`src/rtl/fifo_pkg.sv`:
```
// Shared types and default sizes for the programmable sync FIFO family.
package fifo_pkg;

    // Read-side behaviour: registered read or first-word-fall-through.
    typedef enum logic {
        FIFO_STD  = 1'b0,
        FIFO_FWFT = 1'b1
    } fifo_mode_e;

    localparam int FIFO_WIDTH_DEF = 16;
    localparam int FIFO_DEPTH_DEF = 8;

endpackage

```
`src/rtl/fifo_mem.sv`:
```
// Storage array for the FIFO: one synchronous write port, one async read port.
// Contents are deliberately not reset; the pointers decide what is valid.
module fifo_mem #(
    parameter int WIDTH  = 16,
    parameter int DEPTH  = 8,
    parameter int ADDR_W = 3
) (
    input  logic              clk,
    input  logic              we_i,
    input  logic [ADDR_W-1:0] waddr_i,
    input  logic [WIDTH-1:0]  wdata_i,
    input  logic [ADDR_W-1:0] raddr_i,
    output logic [WIDTH-1:0]  rdata_o
);

    logic [WIDTH-1:0] mem_q [DEPTH];

    // Write the accepted word into the slot addressed by the write pointer.
    always_ff @(posedge clk) begin
        if (we_i) begin
            mem_q[waddr_i] <= wdata_i;
        end
    end

    assign rdata_o = mem_q[raddr_i];

endmodule

```
`src/rtl/sync_fifo_prog.sv`:
```
// Single-clock FIFO with programmable almost-full/almost-empty levels,
// occupancy count, high-water mark, synchronous flush and STD/FWFT read modes.
module sync_fifo_prog
    import fifo_pkg::*;
#(
    parameter int         FIFO_WIDTH = FIFO_WIDTH_DEF,
    parameter int         FIFO_DEPTH = FIFO_DEPTH_DEF,
    parameter fifo_mode_e FIFO_MODE  = FIFO_STD,
    parameter int         CNT_W      = $clog2(FIFO_DEPTH + 1)
) (
    input  logic                  clk,
    input  logic                  rst_n,
    input  logic                  flush,
    input  logic                  wr_en,
    input  logic [FIFO_WIDTH-1:0] data_in,
    input  logic                  rd_en,
    input  logic [CNT_W-1:0]      af_thresh,
    input  logic [CNT_W-1:0]      ae_thresh,
    output logic [FIFO_WIDTH-1:0] data_out,
    output logic                  wr_ack,
    output logic                  overflow,
    output logic                  underflow,
    output logic                  full,
    output logic                  empty,
    output logic                  almostfull,
    output logic                  almostempty,
    output logic [CNT_W-1:0]      count,
    output logic [CNT_W-1:0]      max_count
);

    localparam int               PTR_W    = $clog2(FIFO_DEPTH);
    localparam logic [CNT_W-1:0] DEPTH_C  = CNT_W'(FIFO_DEPTH);
    localparam logic [PTR_W-1:0] LAST_PTR = PTR_W'(FIFO_DEPTH - 1);

    // Pointers wrap explicitly so that non-power-of-two depths work.
    function automatic logic [PTR_W-1:0] ptrInc(input logic [PTR_W-1:0] p);
        return (p == LAST_PTR) ? '0 : p + 1'b1;
    endfunction

    logic [PTR_W-1:0]      wrPtr_q, wrPtr_d;
    logic [PTR_W-1:0]      rdPtr_q, rdPtr_d;
    logic [CNT_W-1:0]      count_q, count_d;
    logic [CNT_W-1:0]      maxCount_q, maxCount_d;
    logic [FIFO_WIDTH-1:0] data_q, data_d;
    logic                  wrAck_q, wrAck_d;
    logic                  overflow_q, overflow_d;
    logic                  underflow_q, underflow_d;

    logic                  fullS, emptyS;
    logic                  rdAcc, wrAcc;
    logic [FIFO_WIDTH-1:0] rdData;

    fifo_mem #(
        .WIDTH  (FIFO_WIDTH),
        .DEPTH  (FIFO_DEPTH),
        .ADDR_W (PTR_W)
    ) uMem (
        .clk     (clk),
        .we_i    (wrAcc),
        .waddr_i (wrPtr_q),
        .wdata_i (data_in),
        .raddr_i (rdPtr_q),
        .rdata_o (rdData)
    );

    // Status flags are purely combinational from occupancy and live thresholds.
    always_comb begin
        fullS       = (count_q == DEPTH_C);
        emptyS      = (count_q == '0);
        almostfull  = (count_q >= af_thresh);
        almostempty = (count_q <= ae_thresh);
    end

    // Accept decisions; flush blocks both sides so nothing moves that cycle.
    always_comb begin
        rdAcc = rd_en & ~emptyS & ~flush;
        wrAcc = wr_en & (~fullS | rdAcc) & ~flush;
    end

    // Next-state for pointers, occupancy, high-water mark, read data and pulses.
    always_comb begin
        wrPtr_d     = wrPtr_q;
        rdPtr_d     = rdPtr_q;
        count_d     = count_q;
        maxCount_d  = maxCount_q;
        data_d      = data_q;
        wrAck_d     = 1'b0;
        overflow_d  = 1'b0;
        underflow_d = 1'b0;

        if (FIFO_MODE == FIFO_FWFT) begin
            if (!emptyS) begin
                data_d = rdData;
            end
        end else if (rdAcc) begin
            data_d = rdData;
        end

        if (flush) begin
            wrPtr_d    = '0;
            rdPtr_d    = '0;
            count_d    = '0;
            maxCount_d = '0;
        end else begin
            if (wrAcc) begin
                wrPtr_d = ptrInc(wrPtr_q);
            end
            if (rdAcc) begin
                rdPtr_d = ptrInc(rdPtr_q);
            end
            case ({wrAcc, rdAcc})
                2'b10:   count_d = count_q + 1'b1;
                2'b01:   count_d = count_q - 1'b1;
                default: count_d = count_q;
            endcase
            maxCount_d  = (count_d > maxCount_q) ? count_d : maxCount_q;
            wrAck_d     = wrAcc;
            overflow_d  = wr_en & ~wrAcc;
            underflow_d = rd_en & ~rdAcc;
        end
    end

    // State register with asynchronous active-low reset; memory is left alone.
    always_ff @(posedge clk or negedge rst_n) begin
        if (!rst_n) begin
            wrPtr_q     <= '0;
            rdPtr_q     <= '0;
            count_q     <= '0;
            maxCount_q  <= '0;
            data_q      <= '0;
            wrAck_q     <= 1'b0;
            overflow_q  <= 1'b0;
            underflow_q <= 1'b0;
        end else begin
            wrPtr_q     <= wrPtr_d;
            rdPtr_q     <= rdPtr_d;
            count_q     <= count_d;
            maxCount_q  <= maxCount_d;
            data_q      <= data_d;
            wrAck_q     <= wrAck_d;
            overflow_q  <= overflow_d;
            underflow_q <= underflow_d;
        end
    end

    // In FWFT the head word shows directly; otherwise the held register is shown.
    always_comb begin
        if (FIFO_MODE == FIFO_FWFT && !emptyS) begin
            data_out = rdData;
        end else begin
            data_out = data_q;
        end
    end

    assign wr_ack    = wrAck_q;
    assign overflow  = overflow_q;
    assign underflow = underflow_q;
    assign full      = fullS;
    assign empty     = emptyS;
    assign count     = count_q;
    assign max_count = maxCount_q;

endmodule

```
`config.mk`:
```
export PLATFORM = sky130hd
export DESIGN_NAME = sync_fifo_prog
export DESIGN_NICKNAME = d
export VERILOG_FILES = /design/src/rtl/fifo_pkg.sv /design/src/rtl/fifo_mem.sv /design/src/rtl/sync_fifo_prog.sv
export SDC_FILE = /design/constraint.sdc
export NUM_CORES = 1
export LEC_CHECK = 0
export CAP_MARGIN = 20
export CORE_UTILIZATION = 35
export DETAILED_ROUTE_END_ITERATION = 8
export GPL_ROUTABILITY_DRIVEN = 1
export SETUP_SLACK_MARGIN = 0.1
export SYNTH_ARGS = -nofsm -noshare
export SYNTH_HDL_FRONTEND = slang
export SYNTH_SLANG_ARGS = --single-unit
```
`constraint.sdc`:
```
create_clock -name clk -period 4.3 [get_ports clk]
set_input_delay 0.43 -clock clk [delete_from_list [all_inputs] [get_ports clk]]
set_output_delay 0.43 -clock clk [all_outputs]
set_load 0.02 [all_outputs]
```
==> results of run 1 <==
[synth_stat cells, drive strengths merged]
cell | n | area, µm²
a211oi | 1 | 7.51
a21boi | 1 | 7.51
a21oi | 26 | 130
a41o | 1 | 10.0
and3b | 1 | 8.76
and4 | 1 | 8.76
buf | 10 | 70.1
clkbuf | 5 | 38.8
dfrtp | 33 | 826
edfxtp | 128 | 3840
fa | 1 | 20.0
ha | 19 | 238
inv | 15 | 56.3
mux2 | 1 | 11.3
mux2i | 20 | 200
mux4 | 32 | 721
nand2 | 5 | 26.3
nand2b | 5 | 31.3
nand3 | 2 | 10.0
nor2 | 35 | 134
nor2b | 5 | 31.3
nor3 | 5 | 25.0
nor3b | 3 | 22.5
nor4b | 1 | 8.76
o211ai | 1 | 7.51
o21ai | 4 | 31.3
or3 | 1 | 7.51
or4 | 1 | 11.3
or4b | 1 | 13.8
xnor2 | 2 | 17.5
xor2 | 1 | 8.76
[sequential cells by signal (all words and copies together), names as in the netlist]
name	flops
count	4
underflow	1
data_out	16
overflow	1
wr_ack	1
max_count	4
uMem.mem_q	128
rdPtr_q	3
wrPtr_q	3
[cell families after synthesis]
kind of cell | count (synthesis) | synth area share, %
multiplexers | 53 | 14.2
buffers and inverters | 30 | 2.51
AND/OR/NAND/NOR | 66 | 5.15
adder cells (fa/ha/maj) | 20 | 3.91
flip-flops | 161 | 70.9
AO/OA/AOI/OAI | 34 | 2.95
XOR/XNOR | 3 | 0.399
[stage by stage]
| stage | power [µW] | hold slack [ns] |
|---|---|---|
| finish | 4050 | 0.143 |
| global route | 4220 | 0.212 |
| CTS | 4070 | 0.176 |
| floorplan | 2330 | 0.134 |
| detailed placement | 2650 | 0.520 |
| global placement | 2630 | 0.511 |
[power by group]
part,leakage (µW),internal (µW),switching (µW)
sequential,0.00156,1790,93.7
clock,0.000278,815,606
combinational,0.000970,376,363
[worst paths after layout]
kind	startpoint	endpoint	slack [ns]	cells past startpoint
setup / recovery	count[2]	max_count[1]	0.42	16
hold / removal	rst_n	max_count[3]	0.14	1
setup reg to reg	count[2]	max_count[1]	0.42	16
hold reg to reg	data_out[8]	data_out[8]	0.53	2
max in group asynchronous	rst_n	rdPtr_q[1]	3.51	1
min in group clk	data_out[8]	data_out[8]	0.53	2
[layout make-up]
type                            instances  area, µm²
Tap cell                              229        287
Inverter                               15       56.3
Sequential cell                       161       4670
Clock inverter                         12        111
Timing Repair Buffer                   76        713
Multi-Input combinational cell        176       1770
Clock buffer                           20        447
Fill cell                            1577      10200
[layout by cell type (no fill, tap or decap), types with 2 or more instances in the layout]
master / count
a21oi_1: 25
buf_4: 17
clkbuf_1: 2
clkbuf_16: 17
clkdlybuf4s50_1: 58
clkinv_2: 4
clkinv_4: 5
dfrtp_1: 31
dfrtp_2: 2
edfxtp_1: 128
ha_1: 19
inv_1: 15
inv_6: 2
mux2i_1: 20
mux4_2: 32
nand2_1: 4
nand2b_1: 5
nand3_1: 2
nor2_1: 34
nor2b_1: 5
nor3_1: 3
nor3_2: 2
nor3b_1: 3
o21ai_0: 3
xnor2_1: 2
[metal layers]
metal / up-vias / track usage, % / share of wire (%)
li1: 1582 / - / -
met4: 0 / 5.15 / 1.1
met5: - / 0 / 0
met1: 1749 / 18.3 / 45
met3: 10 / 3.45 / 3.5
met2: 70 / 24.0 / 50
[worst reg2reg max path: stages, from the launching register on]
cell,delay (ns)
dfrtp_1,0.46
or4b_4,0.61
o21ai_4,0.22
nor2_1,0.09
inv_1,0.07
ha_1,0.24
ha_1,0.30
a21oi_1,0.20
a21boi_0,0.12
nor3_1,0.20
xnor2_1,0.20
inv_1,0.07
ha_1,0.30
and4_1,0.21
a21oi_4,0.20
mux2i_1,0.22
nor2_1,0.06
[repair_timing]
item | CTS | global route
gates resized for setup | 0 | 2
setup endpoints to repair | 0 | 4
buffers inserted | 0 | 3
==> impl_metrics.env, run 1 <==
export IMPL_fmaxAchievable_mhz=257
export IMPL_cts_root_buf="clkbuf_16"
export IMPL_die_height_um=139
export IMPL_drive_above_1_share_pct=20.0
export IMPL_drcViolationCount=6
export IMPL_vias=3411
export IMPL_stdcell_count=689
export IMPL_grt_use_total_pct=14.4
export IMPL_crit_required_ns=4.61
export IMPL_dieArea_mm2=0.0194
export IMPL_post_dp_hpwl_mm=7.49
export IMPL_antennaDiodeCount=0
export IMPL_avgSynthCellArea_um2=17.9
export IMPL_cts_hold_buf=0
export IMPL_htreeDepth=4
export IMPL_rows=49
export IMPL_grt_pass1_vias=3660
export IMPL_syn_to_final_growth_pct=22.4
export IMPL_violations="design-rule violations"
export IMPL_path_clk_slew_ns=0.06
export IMPL_critPathArrivalTime_ns=4.19
export IMPL_drtAntennaViolNets=0
export IMPL_grt_pass1_wl_mm=20.3
export IMPL_grt_ovfl_total=0
export IMPL_grt_start_max_net_pins=35
export IMPL_setup_tns_ns=0
export IMPL_antenna_found_initial=0
export IMPL_worstMarginPinSlew_ns=0.963
export IMPL_p_leak_uw=0.00281
export IMPL_min_path_type="input port to asynchronous set/reset pin"
export IMPL_dpl_worst_slack_ns=0.0873
export IMPL_clk_path_buf_depth=2
export IMPL_fin_nets=496
export IMPL_synth_seq_area_share_pct=70.9
export IMPL_final_setup_viol_count=0
export IMPL_p_per_area_mw_per_mm2=502
export IMPL_fin_skew_ns=0.00749
export IMPL_yosys_warnings=0
export IMPL_fin_crit_ns=3.88
export IMPL_place_area_mm2=0.00746
export IMPL_syn_num_nets=416
export IMPL_ys_ff_latch=161
export IMPL_place_inst=654
export IMPL_clkSinkCount=161
export IMPL_hold_viol=0
export IMPL_peakVddDrop_mv=0.299
export IMPL_synth_cell_types=37
export IMPL_io_pin_count=60
export IMPL_crit_slowest_cell="or4b_4"
export IMPL_cp_top_family="simple AND/OR/NAND/NOR gates"
export IMPL_die_x_um=139
export IMPL_maxSlewHeadroom_pct=35.8
export IMPL_core_mm2=0.0182
export IMPL_finalMaxSlewViolations=0
export IMPL_status="complete, but fails checks"
export IMPL_synthCells=367
export IMPL_path_cells="or4b_4 > o21ai_4 > nor2_1 > inv_1 > ha_1 > ha_1 > a21oi_1 > a21boi_0 > nor3_1 > xnor2_1 > inv_1 > ha_1 > and4_1 > a21oi_4 > mux2i_1 > nor2_1"
export IMPL_end_kind="register"
export IMPL_numCtsBuffers=17
export IMPL_viasPerCell=4.95
export IMPL_cts_tree="yes"
export IMPL_portBuffers=59
export IMPL_crit_top_cell="ha_1"
export IMPL_postLayoutCoreUtil_pct=44.2
export IMPL_period_share_pct=90.3
export IMPL_setup_ws_ns=0.416
export IMPL_avgRoutedWirePerCell_um=18.6
export IMPL_gp_congestion=0.751
export IMPL_cp_max_fo=7
export IMPL_rsz0062_at_grt="no"
export IMPL_cp_start_kind="register"
export IMPL_crit_type="register to register"
export IMPL_slowest_delay_ns=0.60
export IMPL_cap_violations=0
export IMPL_drt_iter0_markers=188
export IMPL_wl_mm=12.8
export IMPL_syn_area_mm2=0.00658
export IMPL_drt_first_pass_iters=8
export IMPL_crit_buf_inv=2
export IMPL_start_util_pct=36.2
export IMPL_fin_area_mm2=0.00806
export IMPL_worstSkewPairLatency_ns=0.42
(Power assumes the default switching activity.)
==> run 2, diff against run 1 <==
- REMOVE_ABC_BUFFERS: not set -> 1
- clock period: 4.3 -> 4.95 ns (I/O delays scaled with it)
==> impl_metrics.env, run 2 (synthesis gave the netlist of run 1 again) <==
export IMPL_status="complete, but fails checks"
export IMPL_violations="design-rule violations"
export IMPL_numCtsBuffers=17
export IMPL_critPathArrivalTime_ns=4.46
export IMPL_setup_worst_path_start="count[2]"
export IMPL_worstSkewPairLatency_ns=0.42
export IMPL_met1_usage_pct=18.2
export IMPL_clkSinkCount=161
export IMPL_min_path_type="input port to asynchronous set/reset pin"
export IMPL_die_height_um=139
export IMPL_mostFrequentLayoutCells="128 x edfxtp_1, 58 x clkdlybuf4s50_1, 32 x mux4_2"
export IMPL_path_clk_slew_ns=0.07
export IMPL_wl_mm=12.8
export IMPL_start_util_pct=36.2
export IMPL_fin_worst_hold_slack_ns=0.201
export IMPL_fin_crit_ns=4.16
export IMPL_grt_start_max_net_pins=35
export IMPL_crit_required_ns=5.25
export IMPL_ctsResizeCount=0
export IMPL_gp_congestion=0.739
export IMPL_post_dp_hpwl_mm=7.73
export IMPL_top_register="uMem.mem_q"
export IMPL_gr_max_usage_layer="met2"
export IMPL_grt_pass1_wl_mm=20.5
export IMPL_cts_setup_buffers=0
export IMPL_drive_above_1_share_pct=20.1
export IMPL_cts_tree="yes"
export IMPL_grt_use_met2_pct=24.1
export IMPL_dieArea_mm2=0.0194
export IMPL_cts_root_buf="clkbuf_16"
export IMPL_worstMarginPinSlew_ns=1.03
export IMPL_syn_to_final_growth_pct=22.8
export IMPL_antenna_found_initial=0
export IMPL_setup_tns_ns=0
export IMPL_peakVddDrop_mv=0.243
export IMPL_rows=49
export IMPL_drt_iter0_markers=240
export IMPL_viasPerCell=4.97
export IMPL_drtAntennaViolNets=0
export IMPL_fin_skew_ns=0.0104
export IMPL_core_mm2=0.0182
export IMPL_rsz0062_at_grt="no"
export IMPL_p_per_area_mw_per_mm2=433
export IMPL_finalMaxSlewViolations=0
export IMPL_maxSlewHeadroom_pct=30.9
export IMPL_cp_max_fo=7
export IMPL_end_kind="register"
export IMPL_final_common_cell="edfxtp_1"
export IMPL_fmaxAchievable_mhz=241
export IMPL_die_x_um=139
export IMPL_clk_path_buf_depth=2
export IMPL_hold_viol=0
export IMPL_crit_type="register to register"
export IMPL_io_pin_count=60
export IMPL_largest_reg_flops=128
export IMPL_period_share_pct=84.0
export IMPL_final_setup_viol_count=0
export IMPL_portBuffers=59
export IMPL_cts_hold_buf=0
export IMPL_grt_pass1_vias=3619
export IMPL_r2r_start="count[2]"
export IMPL_cp_start_kind="register"
export IMPL_vias=3387
export IMPL_drt_first_pass_iters=9
export IMPL_htreeDepth=4
export IMPL_grt_ovfl_total=0
export IMPL_drcViolationCount=9
export IMPL_fin_nets=489
export IMPL_p_leak_uw=0.00277
export IMPL_antennaDiodeCount=0
export IMPL_avgRoutedWirePerCell_um=18.7
export IMPL_grt_util_met3_pct=4.04
export IMPL_cap_violations=0
export IMPL_grt_use_total_pct=14.4
[run 2: final timing paths]
| kind | depth (start not counted) | slack, ns | end |
|---|---|---|---|
| setup / recovery | 16 | 0.79 | max_count[0] |
| hold / removal | 1 | 0.20 | count[2] |
| setup reg to reg | 16 | 0.79 | max_count[0] |
| hold reg to reg | 2 | 0.53 | data_out[6] |
| max in group asynchronous | 1 | 4.12 | rdPtr_q[0] |
| min in group clk | 2 | 0.53 | data_out[6] |
[run 2: stage by stage]
stage / power, µW / util [%] / setup slack (ns) / cell area [µm²] / instances
2_1_floorplan: 2010 / - / 0.935 / 6470 / 352
3_3_place_gp: 2280 / 40.8 / 0.850 / 7420 / 645
3_5_place_dp: 2290 / 40.9 / 0.660 / 7450 / 647
4_1_cts: 3550 / 44.1 / 0.756 / 8030 / 679
5_1_grt: 3660 / 44.4 / 0.405 / 8080 / 682
6_report: 3500 / 44.4 / 0.794 / 8080 / 682
[run 2: final cells by class]
class                           count  area [µm²]
Clock buffer                       19         443
Clock inverter                     13         128
Fill cell                        1570       10100
Inverter                           15        56.3
Multi-Input combinational cell    176        1790
Sequential cell                   161        4670
Tap cell                          229         287
Timing Repair Buffer               69         711
[run 2: worst max-delay path, stage by stage (launching register included)]
cell	delay, ns
dfrtp_1	0.46
or4b_4	0.60
o21ai_4	0.24
nor2_1	0.12
inv_1	0.07
ha_1	0.24
ha_1	0.29
a21oi_1	0.18
a21boi_0	0.12
nor3_1	0.25
xnor2_1	0.19
inv_1	0.07
ha_1	0.31
and4_1	0.18
a21oi_1	0.41
mux2i_1	0.25
nor2_1	0.05
[run 2: report_power, final]
part	switching, µW	internal (µW)	total [µW]	leakage (µW)
sequential	62.9	1560	1620	0.00156
combinational	318	317	635	0.000940
clock	534	713	1250	0.000265
total	915	2590	3500	0.00277
[run 2: layer usage]
layer  vias to the layer above  wire, µm
met4                         0        97
met3                        11       497
met1                      1733      5760
met5                         -         0
li1                       1573         -
met2                        70      6410
==> run 3, diff against run 2 <==
- clock period: 4.95 -> 3.35 ns (I/O delays scaled with it)
==> impl_metrics.env, run 3 (synthesis gave the netlist of run 1 again) <==
export IMPL_status="complete, but fails checks"
export IMPL_violations="design-rule violations, negative setup slack"
export IMPL_post_dp_hpwl_mm=8.14
export IMPL_peakVddDrop_mv=0.381
export IMPL_wl_mm=13.3
export IMPL_worstMarginPinSlew_ns=0.892
export IMPL_end_kind="register"
export IMPL_antennaDiodeCount=0
export IMPL_fmaxAchievable_mhz=296
export IMPL_crit_top_cell="ha_4"
export IMPL_fin_area_mm2=0.00836
export IMPL_crit_type="register to register"
export IMPL_cts_hold_buf=0
export IMPL_fin_nets=525
export IMPL_start_util_pct=36.2
export IMPL_drt_first_pass_iters=7
export IMPL_p_leak_uw=0.00297
export IMPL_critPathArrivalTime_ns=3.68
export IMPL_cp_start_kind="register"
export IMPL_mostFrequentLayoutCells="128 x edfxtp_1, 58 x clkdlybuf4s50_1, 44 x buf_4"
export IMPL_vias=3550
export IMPL_drcViolationCount=9
export IMPL_grt_pass1_vias=3748
export IMPL_path_cells="or4b_4 > o21ai_4 > nor2_2 > inv_2 > ha_4 > buf_6 > fa_1 > mux2_4 > ha_4 > nor2b_4 > o211ai_1 > a21oi_2 > buf_4 > mux2i_1 > nor2_1"
export IMPL_period_share_pct=101
export IMPL_clk_path_buf_depth=2
export IMPL_portBuffers=59
export IMPL_grt_pass1_wl_mm=20.6
export IMPL_crit_slowest_cell="or4b_4"
export IMPL_grt_util_met3_pct=3.07
export IMPL_drtAntennaViolNets=0
export IMPL_avgRoutedWirePerCell_um=18.5
export IMPL_antenna_found_initial=0
export IMPL_gr_max_usage_layer="met2"
export IMPL_die_height_um=139
export IMPL_cts_root_buf="clkbuf_16"
export IMPL_drt_iter0_markers=192
export IMPL_path_clk_slew_ns=0.06
export IMPL_slowest_delay_ns=0.57
export IMPL_cts_tree="yes"
export IMPL_crit_required_ns=3.65
export IMPL_dpl_worst_slack_ns=-0.321
export IMPL_die_x_um=139
export IMPL_core_mm2=0.0182
export IMPL_syn_to_final_growth_pct=26.9
export IMPL_place_area_mm2=0.00763
export IMPL_dieArea_mm2=0.0194
export IMPL_setup_ws_ns=-0.0316
export IMPL_finalMaxSlewViolations=0
export IMPL_rows=49
export IMPL_rsz0062_at_grt="yes"
export IMPL_viasPerCell=4.94
export IMPL_largest_reg_flops=128
export IMPL_p_per_area_mw_per_mm2=633
export IMPL_grt_ovfl_total=0
export IMPL_gp_congestion=0.738
export IMPL_met1_usage_pct=18.3
export IMPL_crit_buf_inv=3
export IMPL_top_register="uMem.mem_q"
export IMPL_fin_skew_ns=0.00438
export IMPL_hold_viol=0
export IMPL_htreeDepth=4
export IMPL_grt_use_met2_pct=24.8
export IMPL_numCtsBuffers=17
export IMPL_drive_above_1_share_pct=26.2
export IMPL_cp_max_fo=3
export IMPL_grt_start_max_net_pins=35
export IMPL_regToRegSetupSlack_ns=-0.03
export IMPL_clkSinkCount=161
export IMPL_final_setup_viol_count=3
export IMPL_fin_crit_ns=3.38
export IMPL_cp_top_family="adder cells"
export IMPL_io_pin_count=60
export IMPL_grt_use_total_pct=14.6
export IMPL_maxSlewHeadroom_pct=40.5
export IMPL_cap_violations=0
export IMPL_final_common_cell="edfxtp_1"
export IMPL_min_path_type="input port to asynchronous set/reset pin"
export IMPL_worstSkewPairLatency_ns=0.42
export IMPL_n_fill_cell=1587
[run 3: changes by cell type in the layout (fill, tap and decap cells not counted), moves of 3 or more]
| cell | change |
|---|---|
| buf_8 | -4 |
| buf_4 | +39 |
| clkinvlp_4 | -3 |
| ha_4 | +4 |
| clkinv_2 | +4 |
| nor3_2 | +3 |
| ha_1 | -4 |
| nor2_1 | +5 |
| nor2_2 | -5 |
[run 3: metal layers]
layer  vias up  share of wire, %
met1      1810                43
met2        83                51
met3        16               3.9
li1       1641                 -
met5         -                 0
met4         0               1.3
[run 3: power by group]
group,total [µW],internal (µW),switching (µW)
registers,2390,2300,91.0
logic,1090,572,516
clock network,1810,1090,721
[run 3: final cells by class]
type	instances	area (µm²)	area share (%)
clock buffer	20	437	5.23
tap	229	287	3.43
multi-input combinational	176	1840	22.0
sequential	161	4670	55.9
inverter	15	56.3	0.674
clock inverter	12	116	1.39
timing repair buffer	105	947	11.3
[run 3: worst paths after layout]
path	from	end	depth (start not counted)
max in group asynchronous	rst_n	rdPtr_q[0]	1
min in group clk	data_out[7]	data_out[7]	2
setup / recovery	count[2]	max_count[2]	15
hold reg to reg	data_out[7]	data_out[7]	2
hold / removal	rst_n	max_count[3]	1
setup reg to reg	count[2]	max_count[2]	15
[run 3: through the flow]
step / hold slack [ns] / utilization [%] / std cells / TNS (ns) / power, µW
2_1_floorplan: 0.0394 / - / 352 / -2.63 / 2970
3_3_place_gp: 0.513 / 41.9 / 675 / -0.628 / 3440
3_5_place_dp: 0.516 / 41.9 / 675 / -1.15 / 3470
4_1_cts: 0.0730 / 45.7 / 715 / -0.271 / 5330
5_1_grt: 0.109 / 45.9 / 718 / -0.354 / 5510
6_report: 0.0435 / 45.9 / 718 / -0.0574 / 5290
[run 3: worst reg2reg max path, delay by kind of cell (launching register included)]
| kind | cells | cell delay, ns |
|---|---|---|
| adder cells (fa/ha/maj) | 3 | 0.82 |
| AND/OR/NAND/NOR | 4 | 0.81 |
| multiplexers | 2 | 0.50 |
| AO/OA/AOI/OAI | 3 | 0.42 |
| flip-flops | 1 | 0.40 |
| buffers and inverters | 3 | 0.31 |
[run 3: repair_timing]
item,CTS,global route
gates resized for setup,15,2
hold endpoints to repair,0,0
pin swaps,9,13
buffers inserted,8,3
endpoints found under the setup margin,4,4
